**src/rtl/pixel_compositor_pkg.sv**
```systemverilog
// Shared types and defaults for the pixel compositor: FSM state encoding,
// screen/sprite geometry defaults and the transparent colour key.
package pixel_compositor_pkg;

    typedef enum logic [2:0] {
        IDLE     = 3'd0,
        SCAN     = 3'd1,
        WAIT_SPR = 3'd2,
        WAIT_BG  = 3'd3,
        DONE     = 3'd4
    } state_t;

    localparam int DEF_NUM_SPRITES = 4;
    localparam int DEF_SPR_W       = 32;
    localparam int DEF_SPR_H       = 52;
    localparam int DEF_SHEET_COLS  = 4;
    localparam int DEF_SCREEN_W    = 640;
    localparam int DEF_SCREEN_H    = 480;
    localparam int DEF_SHEET_BASE  = 307201;
    localparam int DEF_ADDR_W      = 20;
    localparam int CALC_W          = 22;

    localparam logic [23:0] TRANSPARENT_KEY = 24'h000000;

    function automatic logic is_transparent(input logic [23:0] rgb);
        return (rgb == TRANSPARENT_KEY);
    endfunction

endpackage

```
**src/rtl/pixel_compositor_sprite_addr_gen.sv**
```systemverilog
// Hit test and sprite-sheet word address for one sprite layer, including the
// optional horizontal mirror of the column offset.
module sprite_addr_gen
    import pixel_compositor_pkg::*;
#(
    parameter int SPR_W      = DEF_SPR_W,
    parameter int SPR_H      = DEF_SPR_H,
    parameter int SHEET_COLS = DEF_SHEET_COLS,
    parameter int SHEET_BASE = DEF_SHEET_BASE,
    parameter int ADDR_W     = DEF_ADDR_W
) (
    input  logic [10:0]       draw_x,
    input  logic [10:0]       draw_y,
    input  logic [9:0]        spr_x,
    input  logic [9:0]        spr_y,
    input  logic              en,
    input  logic [3:0]        sel,
    input  logic              flip,
    output logic              hit,
    output logic [ADDR_W-1:0] addr
);

    localparam int PITCH = SHEET_COLS * SPR_W;

    logic [10:0] x_lo_s;
    logic [10:0] y_lo_s;
    logic [10:0] x_hi_s;
    logic [10:0] y_hi_s;
    logic [10:0] col_s;
    logic [10:0] row_s;
    logic [10:0] col_eff_s;

    // 11-bit bounds cannot wrap: a 10-bit origin plus a sprite dimension stays below 2048
    assign x_lo_s = {1'b0, spr_x};
    assign y_lo_s = {1'b0, spr_y};
    assign x_hi_s = x_lo_s + 11'(SPR_W);
    assign y_hi_s = y_lo_s + 11'(SPR_H);

    assign hit = en && (draw_x >= x_lo_s) && (draw_x < x_hi_s)
                    && (draw_y >= y_lo_s) && (draw_y < y_hi_s);

    assign col_s     = draw_x - x_lo_s;
    assign row_s     = draw_y - y_lo_s;
    assign col_eff_s = flip ? (11'(SPR_W - 1) - col_s) : col_s;

    assign addr = ADDR_W'(CALC_W'(SHEET_BASE)
                        + CALC_W'(PITCH) * (CALC_W'(row_s) + CALC_W'(sel[3:2]) * CALC_W'(SPR_H))
                        + CALC_W'(col_eff_s) + CALC_W'(sel[1:0]) * CALC_W'(SPR_W));

endmodule

```
**src/rtl/pixel_compositor.sv**
```systemverilog
// Sprite-over-background pixel compositor: scans sprite layers in priority
// order, fetches one texel at a time and falls back to the background frame.
// Optional horizontal mirroring is enabled with PIXEL_COMPOSITOR_MIRROR_EN.
module pixel_compositor
    import pixel_compositor_pkg::*;
#(
    parameter int NUM_SPRITES = DEF_NUM_SPRITES,
    parameter int SPR_W       = DEF_SPR_W,
    parameter int SPR_H       = DEF_SPR_H,
    parameter int SHEET_COLS  = DEF_SHEET_COLS,
    parameter int SCREEN_W    = DEF_SCREEN_W,
    parameter int SCREEN_H    = DEF_SCREEN_H,
    parameter int SHEET_BASE  = DEF_SHEET_BASE,
    parameter int ADDR_W      = DEF_ADDR_W
) (
    input  logic                        Clk,
    input  logic                        Reset,
    input  logic                        pix_req,
    output logic                        pix_ready,
    input  logic [10:0]                 DrawX,
    input  logic [10:0]                 DrawY,
    input  logic [NUM_SPRITES-1:0][9:0] spr_x,
    input  logic [NUM_SPRITES-1:0][9:0] spr_y,
    input  logic [NUM_SPRITES-1:0]      spr_en,
    input  logic [NUM_SPRITES-1:0][3:0] spr_sel,
`ifdef PIXEL_COMPOSITOR_MIRROR_EN
    input  logic [NUM_SPRITES-1:0]      spr_flip,
`endif
    output logic                        mem_rd,
    output logic [ADDR_W-1:0]           mem_addr,
    input  logic [31:0]                 mem_rdata,
    input  logic                        mem_rdvalid,
    output logic [7:0]                  Red,
    output logic [7:0]                  Green,
    output logic [7:0]                  Blue,
    output logic                        pix_valid
);

    localparam int K_W = (NUM_SPRITES > 1) ? $clog2(NUM_SPRITES) : 1;

    state_t                      state_r, state_nxt_s;
    logic [K_W-1:0]              k_r, k_nxt_s;
    logic [10:0]                 x_r, y_r;
    logic [NUM_SPRITES-1:0][9:0] spr_x_r, spr_y_r;
    logic [NUM_SPRITES-1:0][3:0] spr_sel_r;
    logic [NUM_SPRITES-1:0]      spr_en_r;
    logic [NUM_SPRITES-1:0]      flip_r;
    logic [NUM_SPRITES-1:0]      flip_in_s;
    logic                        mem_rd_r, rd_nxt_s;
    logic [ADDR_W-1:0]           mem_addr_r, addr_nxt_s;
    logic [23:0]                 rgb_r, rgb_nxt_s;
    logic                        pix_valid_r, valid_nxt_s;
    logic                        load_s;
    logic                        hit_s;
    logic                        last_s;
    logic                        off_screen_s;
    logic [ADDR_W-1:0]           spr_addr_s;
    logic [ADDR_W-1:0]           bg_addr_s;
    logic                        unused_rdata_s;

`ifdef PIXEL_COMPOSITOR_MIRROR_EN
    assign flip_in_s = spr_flip;
`else
    assign flip_in_s = '0;
`endif

    assign unused_rdata_s = &{1'b0, mem_rdata[31:24]};

    // One address generator is shared by all layers; the current index k selects its inputs
    sprite_addr_gen #(
        .SPR_W      (SPR_W),
        .SPR_H      (SPR_H),
        .SHEET_COLS (SHEET_COLS),
        .SHEET_BASE (SHEET_BASE),
        .ADDR_W     (ADDR_W)
    ) u_addr_gen (
        .draw_x (x_r),
        .draw_y (y_r),
        .spr_x  (spr_x_r[k_r]),
        .spr_y  (spr_y_r[k_r]),
        .en     (spr_en_r[k_r]),
        .sel    (spr_sel_r[k_r]),
        .flip   (flip_r[k_r]),
        .hit    (hit_s),
        .addr   (spr_addr_s)
    );

    assign last_s       = (k_r == K_W'(NUM_SPRITES - 1));
    assign off_screen_s = (x_r >= 11'(SCREEN_W)) || (y_r >= 11'(SCREEN_H));
    assign bg_addr_s    = ADDR_W'(CALC_W'(x_r) + CALC_W'(SCREEN_W) * CALC_W'(y_r));

    // Next-state, read-strobe and colour decisions
    always_comb begin
        state_nxt_s = state_r;
        k_nxt_s     = k_r;
        rd_nxt_s    = 1'b0;
        addr_nxt_s  = mem_addr_r;
        rgb_nxt_s   = rgb_r;
        valid_nxt_s = 1'b0;
        load_s      = 1'b0;
        case (state_r)
            IDLE: begin
                if (pix_req) begin
                    load_s      = 1'b1;
                    k_nxt_s     = '0;
                    state_nxt_s = SCAN;
                end else begin
                    state_nxt_s = IDLE;
                end
            end
            SCAN: begin
                if (off_screen_s) begin
                    rgb_nxt_s   = 24'h000000;
                    valid_nxt_s = 1'b1;
                    state_nxt_s = DONE;
                end else if (hit_s) begin
                    rd_nxt_s    = 1'b1;
                    addr_nxt_s  = spr_addr_s;
                    state_nxt_s = WAIT_SPR;
                end else if (last_s) begin
                    rd_nxt_s    = 1'b1;
                    addr_nxt_s  = bg_addr_s;
                    state_nxt_s = WAIT_BG;
                end else begin
                    k_nxt_s     = k_r + K_W'(1);
                end
            end
            WAIT_SPR: begin
                if (!mem_rdvalid) begin
                    state_nxt_s = WAIT_SPR;
                end else if (!is_transparent(mem_rdata[23:0])) begin
                    rgb_nxt_s   = mem_rdata[23:0];
                    valid_nxt_s = 1'b1;
                    state_nxt_s = DONE;
                end else if (last_s) begin
                    // transparent texel on the lowest layer: only the background remains
                    rd_nxt_s    = 1'b1;
                    addr_nxt_s  = bg_addr_s;
                    state_nxt_s = WAIT_BG;
                end else begin
                    k_nxt_s     = k_r + K_W'(1);
                    state_nxt_s = SCAN;
                end
            end
            WAIT_BG: begin
                if (mem_rdvalid) begin
                    rgb_nxt_s   = mem_rdata[23:0];
                    valid_nxt_s = 1'b1;
                    state_nxt_s = DONE;
                end else begin
                    state_nxt_s = WAIT_BG;
                end
            end
            DONE: begin
                state_nxt_s = IDLE;
            end
            default: begin
                state_nxt_s = IDLE;
            end
        endcase
    end

    // FSM state, layer index and registered outputs
    always_ff @(posedge Clk or posedge Reset) begin
        if (Reset) begin
            state_r     <= IDLE;
            k_r         <= '0;
            mem_rd_r    <= 1'b0;
            mem_addr_r  <= '0;
            rgb_r       <= 24'h000000;
            pix_valid_r <= 1'b0;
        end else begin
            state_r     <= state_nxt_s;
            k_r         <= k_nxt_s;
            mem_rd_r    <= rd_nxt_s;
            mem_addr_r  <= addr_nxt_s;
            rgb_r       <= rgb_nxt_s;
            pix_valid_r <= valid_nxt_s;
        end
    end

    // Request snapshot taken on acceptance
    always_ff @(posedge Clk or posedge Reset) begin
        if (Reset) begin
            x_r       <= 11'd0;
            y_r       <= 11'd0;
            spr_x_r   <= '0;
            spr_y_r   <= '0;
            spr_sel_r <= '0;
            spr_en_r  <= '0;
            flip_r    <= '0;
        end else if (load_s) begin
            x_r       <= DrawX;
            y_r       <= DrawY;
            spr_x_r   <= spr_x;
            spr_y_r   <= spr_y;
            spr_sel_r <= spr_sel;
            spr_en_r  <= spr_en;
            flip_r    <= flip_in_s;
        end
    end

    assign pix_ready = (state_r == IDLE);
    assign mem_rd    = mem_rd_r;
    assign mem_addr  = mem_addr_r;
    assign Red       = rgb_r[23:16];
    assign Green     = rgb_r[15:8];
    assign Blue      = rgb_r[7:0];
    assign pix_valid = pix_valid_r;

endmodule

```
**config.mk**
```make
export PLATFORM = sky130hd
export DESIGN_NAME = pixel_compositor
export DESIGN_NICKNAME = d
export VERILOG_FILES = /design/src/rtl/pixel_compositor_pkg.sv /design/src/rtl/pixel_compositor_sprite_addr_gen.sv /design/src/rtl/pixel_compositor.sv
export SDC_FILE = /design/constraint.sdc
export NUM_CORES = 1
export LEC_CHECK = 0
export CORE_MARGIN = 2
export CORE_UTILIZATION = 53
export CTS_BUF_LIST = sky130_fd_sc_hd__clkbuf_4 sky130_fd_sc_hd__clkbuf_8 sky130_fd_sc_hd__clkbuf_16
export DETAILED_ROUTE_END_ITERATION = 7
export PLACE_DENSITY_LB_ADDON = 0.08
export SKIP_LAST_GASP = 1
export SLEW_MARGIN = 20
export SYNTH_ARGS = -nofsm -noshare
export SYNTH_HDL_FRONTEND = slang
export SYNTH_SLANG_ARGS = --single-unit
export TNS_END_PERCENT = 5
```
**constraint.sdc**
```tcl
create_clock -name Clk -period 7.9 [get_ports Clk]
set_input_delay 1.58 -clock Clk [delete_from_list [all_inputs] [get_ports Clk]]
set_output_delay 1.58 -clock Clk [all_outputs]
set_load 0.01 [all_outputs]
```
==> impl_metrics.ini, run 1 <==
[die]
die_y_um = 145
die_w_um = 145
fp.coreArea_um2 = 19500
ios = 205
row_count = 51
die-area_um2 = 21000
start_util_pct = 54.2

[sta]
rsz0062_at_grt = false
drv_slew = 0
slew_headroom_pct = 36.4
setup_viol = 0
finalSetupTns_ps = 0
fin_skew_ps = 16.5
period_share_pct = 68.1
max_freq_mhz = 186
hold_viol = 0
worst-slew-pin-transition_ps = 954
min_period_ps = 5380

[worst_setup_path]
crit_type = reg -> reg
cp_max_fo = 28
crit_path_start_kind = flip-flop
worst_ep_required_time_ps = 8260
arrival_ps = 5740
worst-r2r-setup-slack_ps = 2520
critPathCaptureType = flip-flop

[worst_hold_path]
hp-class = reg -> reg

[clock_tree]
cts_buffers = 17
clock-root-buffer = clkbuf_16
cts_resized = 0
path_clk_slew_ps = 70
cts_setup_buffers = 0
cts_hold_buf = 0
cts_sinks = 173
htreeDepth = 4
cts.path.max_buffers = 2
cts_tree = yes
worstSkewPairLatency_ps = 440

[route]
drc_errors = 0
drtAntennaViolNets = 0
num_vias = 7893
drt_iter0_markers = 393
wl_per_cell_um = 16.9
routed_wl_um = 24400
vias_per_cell = 5.48
dr.pass1.iters = 4

[layout]
synthToLayoutAreaGrowth_pct = 26.5
layout.nets = 1398
final_cell_mix = 196 x clkdlybuf4s50_1, 172 x dfrtp_1, 119 x mux2_2, 81 x nand2_1, 75 x ha_1
layout_commonest_cell = clkdlybuf4s50_1
finalNonFillerCells = 1440
drive_above_1_share_pct = 16.7
fin_util_pct = 68.5

[yosys]
syn_nets = 1216
syn-instance-count = 978
synth_seq_area_share_pct = 41.1
ys_types = 63
yosysWarnings = 0
syn_avg_cell_area_um2 = 10.8
async_flop_share_pct = 100
syn_area_um2 = 10500
synth-edff-count = 0
synth-seq-cells = 173
synth_ff_type = dfrtp_1

[global_route]
grt_pass1_vias = 7944
track_usage_pct = 24.3
gr-total-overflow = 0
grt_pass1_wl_um = 40900
grt_max_degree = 111
antenna_found_initial = 3

[status]
run_status = complete, no violations

[run]
maxCapViolations = 0

[placement]
finalWeightedCongestion = 0.949
io_buffers = 196
dpl.hpwl_um = 18600
dp_cells = 1406
worst max-delay path, cell delays in order (launching register included):
cell	delay (ps)
dfrtp_2	970
mux4_2	430
ha_1	170
inv_1	60
fa_1	400
a211o_1	320
o21ai_0	200
o21ai_0	150
a21o_1	220
a21o_1	170
a21oi_1	160
xor2_1	160
ha_1	280
a21oi_1	170
nor2_1	90
or3_1	380
o21a_1	210
nor3_1	350
o2bb2ai_1	130
xnor2_1	140
a21oi_1	150
stage by stage:
stage          hold slack [ps]  instance area [µm²]  worst slack, ps
2_1_floorplan              475                10500             1630
3_3_place_gp               461                12700             2470
3_5_place_dp               469                12700             2450
4_1_cts                    486                13300             2440
5_1_grt                    513                13300             2100
6_report                   481                13300             2520
path summary, 6_finish.rpt:
path,start,to,cells past startpoint
hold / removal,rgb_r[11]$_DFFE_PP0P_,rgb_r[11]$_DFFE_PP0P_,2
setup / recovery,k_r[0]$_DFFE_PP0P_,mem_addr[17]$_DFFE_PP0P_,20
min in group asynchronous,Reset,spr_y_r[37]$_DFFE_PP0P_,2
hold reg to reg,rgb_r[11]$_DFFE_PP0P_,rgb_r[11]$_DFFE_PP0P_,2
max in group asynchronous,Reset,k_r[0]$_DFFE_PP0P_,3
setup reg to reg,k_r[0]$_DFFE_PP0P_,mem_addr[17]$_DFFE_PP0P_,20
layout make-up:
class                   count  area, µm²
diodes                      2       5.00
clock buffers              18        439
clock inverters            14        166
fillers                  1508       6120
inverters                  48        185
multi-input cells         719       5880
flip-flops and latches    173       4330
well taps                 265        332
repair buffers            201       2000
synth_stat cells, types with 10 or more instances:
cell | count | area share (%)
o21ai_0 | 63 | 3.0
nor4_1 | 10 | 0.59
nor3_1 | 16 | 0.76
a21oi_1 | 57 | 2.7
mux2_2 | 119 | 13
inv_1 | 48 | 1.7
nand4_1 | 10 | 0.59
clkbuf_1 | 24 | 0.85
nor2b_1 | 10 | 0.59
xnor2_1 | 38 | 3.2
nand2b_1 | 12 | 0.71
dfrtp_1 | 173 | 41
nor2_1 | 49 | 1.7
mux4_2 | 25 | 5.3
nand3_1 | 14 | 0.66
ha_1 | 75 | 8.9
xor2_1 | 17 | 1.4
nand2_1 | 81 | 2.9
a21o_1 | 17 | 1.2
kinds of logic after synthesis:
family                     count (synthesis)  share of synthesized area [%]
and+or+nand+nor                          237                           11.1
AOI/OAI and AO/OA                        197                           11.7
DFF                                      173                           41.1
muxes                                    150                           18.6
buffers and inverters                     86                           3.19
adders and majority gates                 80                           9.85
xor gates and xnor gates                  55                           4.57
flip-flops by register name, indices dropped and copies added (netlist names), 2 cells and up:
signal / flops
k_r: 2
x_r: 11
spr_y_r: 40
spr_sel_r: 16
mem_addr: 20
rgb_r: 24
state_r: 3
spr_x_r: 40
y_r: 11
spr_en_r: 4
layer usage:
metal / share of wire (%) / vias to the layer above / track usage [%]
met5: 0 / - / 0
met2: 46 / 177 / 37.3
met4: 1.7 / 0 / 7.28
met3: 7.3 / 23 / 7.08
met1: 45 / 3798 / 33.5
li1: - / 3895 / -
Power of run 1 is left out: the tool's default activity adds up to more than one toggle a clock period on the data nets, which glitch-free logic cannot reach.
==> inputs of run 2 (changes only) <==
--- a/config.mk
+++ b/config.mk
@@ -6,7 +6,7 @@
 export NUM_CORES = 1
 export LEC_CHECK = 0
 export CORE_MARGIN = 2
-export CORE_UTILIZATION = 53
+export CORE_UTILIZATION = 48
 export CTS_BUF_LIST = sky130_fd_sc_hd__clkbuf_4 sky130_fd_sc_hd__clkbuf_8 sky130_fd_sc_hd__clkbuf_16
 export DETAILED_ROUTE_END_ITERATION = 7
 export PLACE_DENSITY_LB_ADDON = 0.08
==> constraint.sdc (replaced) <==
create_clock -name Clk -period 4.79 [get_ports Clk]
set_input_delay 0.958 -clock Clk [delete_from_list [all_inputs] [get_ports Clk]]
set_output_delay 0.958 -clock Clk [all_outputs]
set_load 0.01 [all_outputs]
==> run 2 against run 1 <==
Effect of this change:
- first-iteration DRC count is 8.1% higher
- fmax grew 19%
- critical path depth is 5 lower
- critical path type unchanged
- critical endpoint is now mem_addr[19]$_DFFE_PP0P_
==> impl_metrics.ini, run 2 (synthesis gave the netlist of run 1 again) <==
[placement]
finalWeightedCongestion = 0.922
io_buffers = 196
place_ws_ps = 52.4
dpl.hpwl_um = 19000
placed_area_um2 = 12900

[worst_hold_path]
hp-class = reg -> reg
min_from = rgb_r[8]$_DFFE_PP0P_
hold_path_depth = 2
min_to = rgb_r[8]$_DFFE_PP0P_

[clock_tree]
cts.path.max_buffers = 2
cts_sinks = 173
path_clk_slew_ps = 80
worstSkewPairLatency_ps = 440
clock-root-buffer = clkbuf_16
cts_tree = yes
cts_hold_buf = 0
cts_buffers = 17
htreeDepth = 4

[layout]
filler_cell_count = 1823
final_cell_mix = 196 x clkdlybuf4s50_1, 172 x dfrtp_1, 119 x mux2_2, 81 x nand2_1, 75 x ha_1
layout.nets = 1415
fin_area_um2 = 13600
drive_above_1_share_pct = 18.3
layout_commonest_cell = clkdlybuf4s50_1
synthToLayoutAreaGrowth_pct = 28.6
num_antenna_cells = 0
top_regs = spr_x_r x40, spr_y_r x40, rgb_r x24

[global_route]
track_usage_pct = 21.7
antenna_found_initial = 2
grt_pass1_vias = 7889
gr-total-overflow = 0
grt_pass1_wl_um = 40500
grt_max_degree = 119

[route]
num_vias = 7972
routed_wl_um = 24900
dr.pass1.iters = 5
vias_per_cell = 5.42
drt_iter0_markers = 425
drc_errors = 0
drtAntennaViolNets = 0
wl_per_cell_um = 16.9

[die]
die_w_um = 152
row_count = 54
fp.coreArea_um2 = 21700
die_y_um = 152
die-area_um2 = 23200
ios = 205
start_util_pct = 48.6

[sta]
max_freq_mhz = 221
fin_skew_ps = 12.5
period_share_pct = 94.4
slew_headroom_pct = 51.6
worst-slew-pin-transition_ps = 724
rsz0062_at_grt = false
setup_viol = 0
timing.final.ws_setup_ps = 270
hold_viol = 0
drv_slew = 0
min_period_ps = 4520

[status]
run_status = complete, no violations

[worst_setup_path]
crit_type = reg -> reg
worst_ep_required_time_ps = 5120
r2r_cells = 15
arrival_ps = 4850
critPathMaxStageDelay_ps = 630
crit_chain = buf_12 -> mux4_2 -> ha_1 -> or3_1 -> nand3_1 -> or3_1 -> ha_1 -> a2111oi_4 -> o211a_1 -> o2111ai_1 -> or4_1 -> nor2b_4 -> a21boi_2 -> o21ai_1 -> o211a_1
crit_buf_inv = 1
cp_top_family = simple AND/OR/NAND/NOR gates
crit_slowest_cell = or4_1
worst-r2r-setup-slack_ps = 270
r2r_end = mem_addr[19]$_DFFE_PP0P_
crit_path_start_kind = flip-flop
critPathCaptureType = flip-flop
r2r_start = k_r[0]$_DFFE_PP0P_
cp_max_fo = 17

[run]
maxCapViolations = 0
==> run 2: cell count changes in the layout (fill, tap and decap cells not counted), sizes merged <==
cell / delta
buf: +17
diode: -2
inv: -2
clkinv: +1
clkinvlp: +1
==> run 2: what timing repair did <==
item / CTS / global route
setup buffers: 0 / 0
resized for setup: 0 / 5
setup endpoints to repair: 0 / 5
==> run 2: worst reg2reg max path, stage by stage, from the launching register on <==
cell and delay [ps]:
dfrtp_2 430, buf_12 200, mux4_2 580, ha_1 230, or3_1 410, nand3_1 140
or3_1 130, ha_1 260, a2111oi_4 400, o211a_1 210, o2111ai_1 110, or4_1 630
nor2b_4 250, a21boi_2 200, o21ai_1 90, o211a_1 130
==> run 2: worst max path at each step <==
| stage | depth (start not counted) | endpoint | startpoint |
|---|---|---|---|
| 6_report | 15 | mem_addr[19]$_DFFE_PP0P_ | k_r[0]$_DFFE_PP0P_ |
| 5_1_grt | 20 | mem_addr[17]$_DFFE_PP0P_ | k_r[0]$_DFFE_PP0P_ |
| 4_1_cts | 20 | mem_addr[17]$_DFFE_PP0P_ | k_r[0]$_DFFE_PP0P_ |
| 3_5_place_dp | 20 | mem_addr[17]$_DFFE_PP0P_ | k_r[0]$_DFFE_PP0P_ |
| 3_3_place_gp | 20 | mem_addr[17]$_DFFE_PP0P_ | k_r[0]$_DFFE_PP0P_ |
| 2_1_floorplan | 23 | mem_addr[17]$_DFFE_PP0P_ | k_r[0]$_DFFE_PP0P_ |
==> run 2: per-stage QoR <==
stage / utilization [%] / setup TNS [ps] / cells / hold WS, ps
6_report: 62.5 / 0 / 1470 / 481
5_1_grt: 62.5 / 0 / 1470 / 512
4_1_cts: 62.4 / 0 / 1470 / 487
2_1_floorplan: - / -1940 / 978 / 475
3_3_place_gp: 59.6 / 0 / 1438 / 461
3_5_place_dp: 59.6 / 0 / 1438 / 470
==> run 2: final cells by class <==
class	count	area [µm²]	area share (%)
clock buffers	18	439	3.24
clock inverters	14	173	1.27
inverters	48	184	1.36
multi-input cells	719	5900	43.5
flip-flops and latches	173	4330	31.9
well taps	280	350	2.58
repair buffers	218	2180	16.1
==> run 2: per-layer routing <==
layer / up-vias / wire [µm] / track usage (%)
met5: - / 11 / 0
met4: 2 / 438 / 6.05
met3: 37 / 1570 / 6.20
met2: 178 / 11200 / 34.4
met1: 3829 / 11600 / 29.4
li1: 3926 / - / -
Power of run 2 is left out for the same reason.
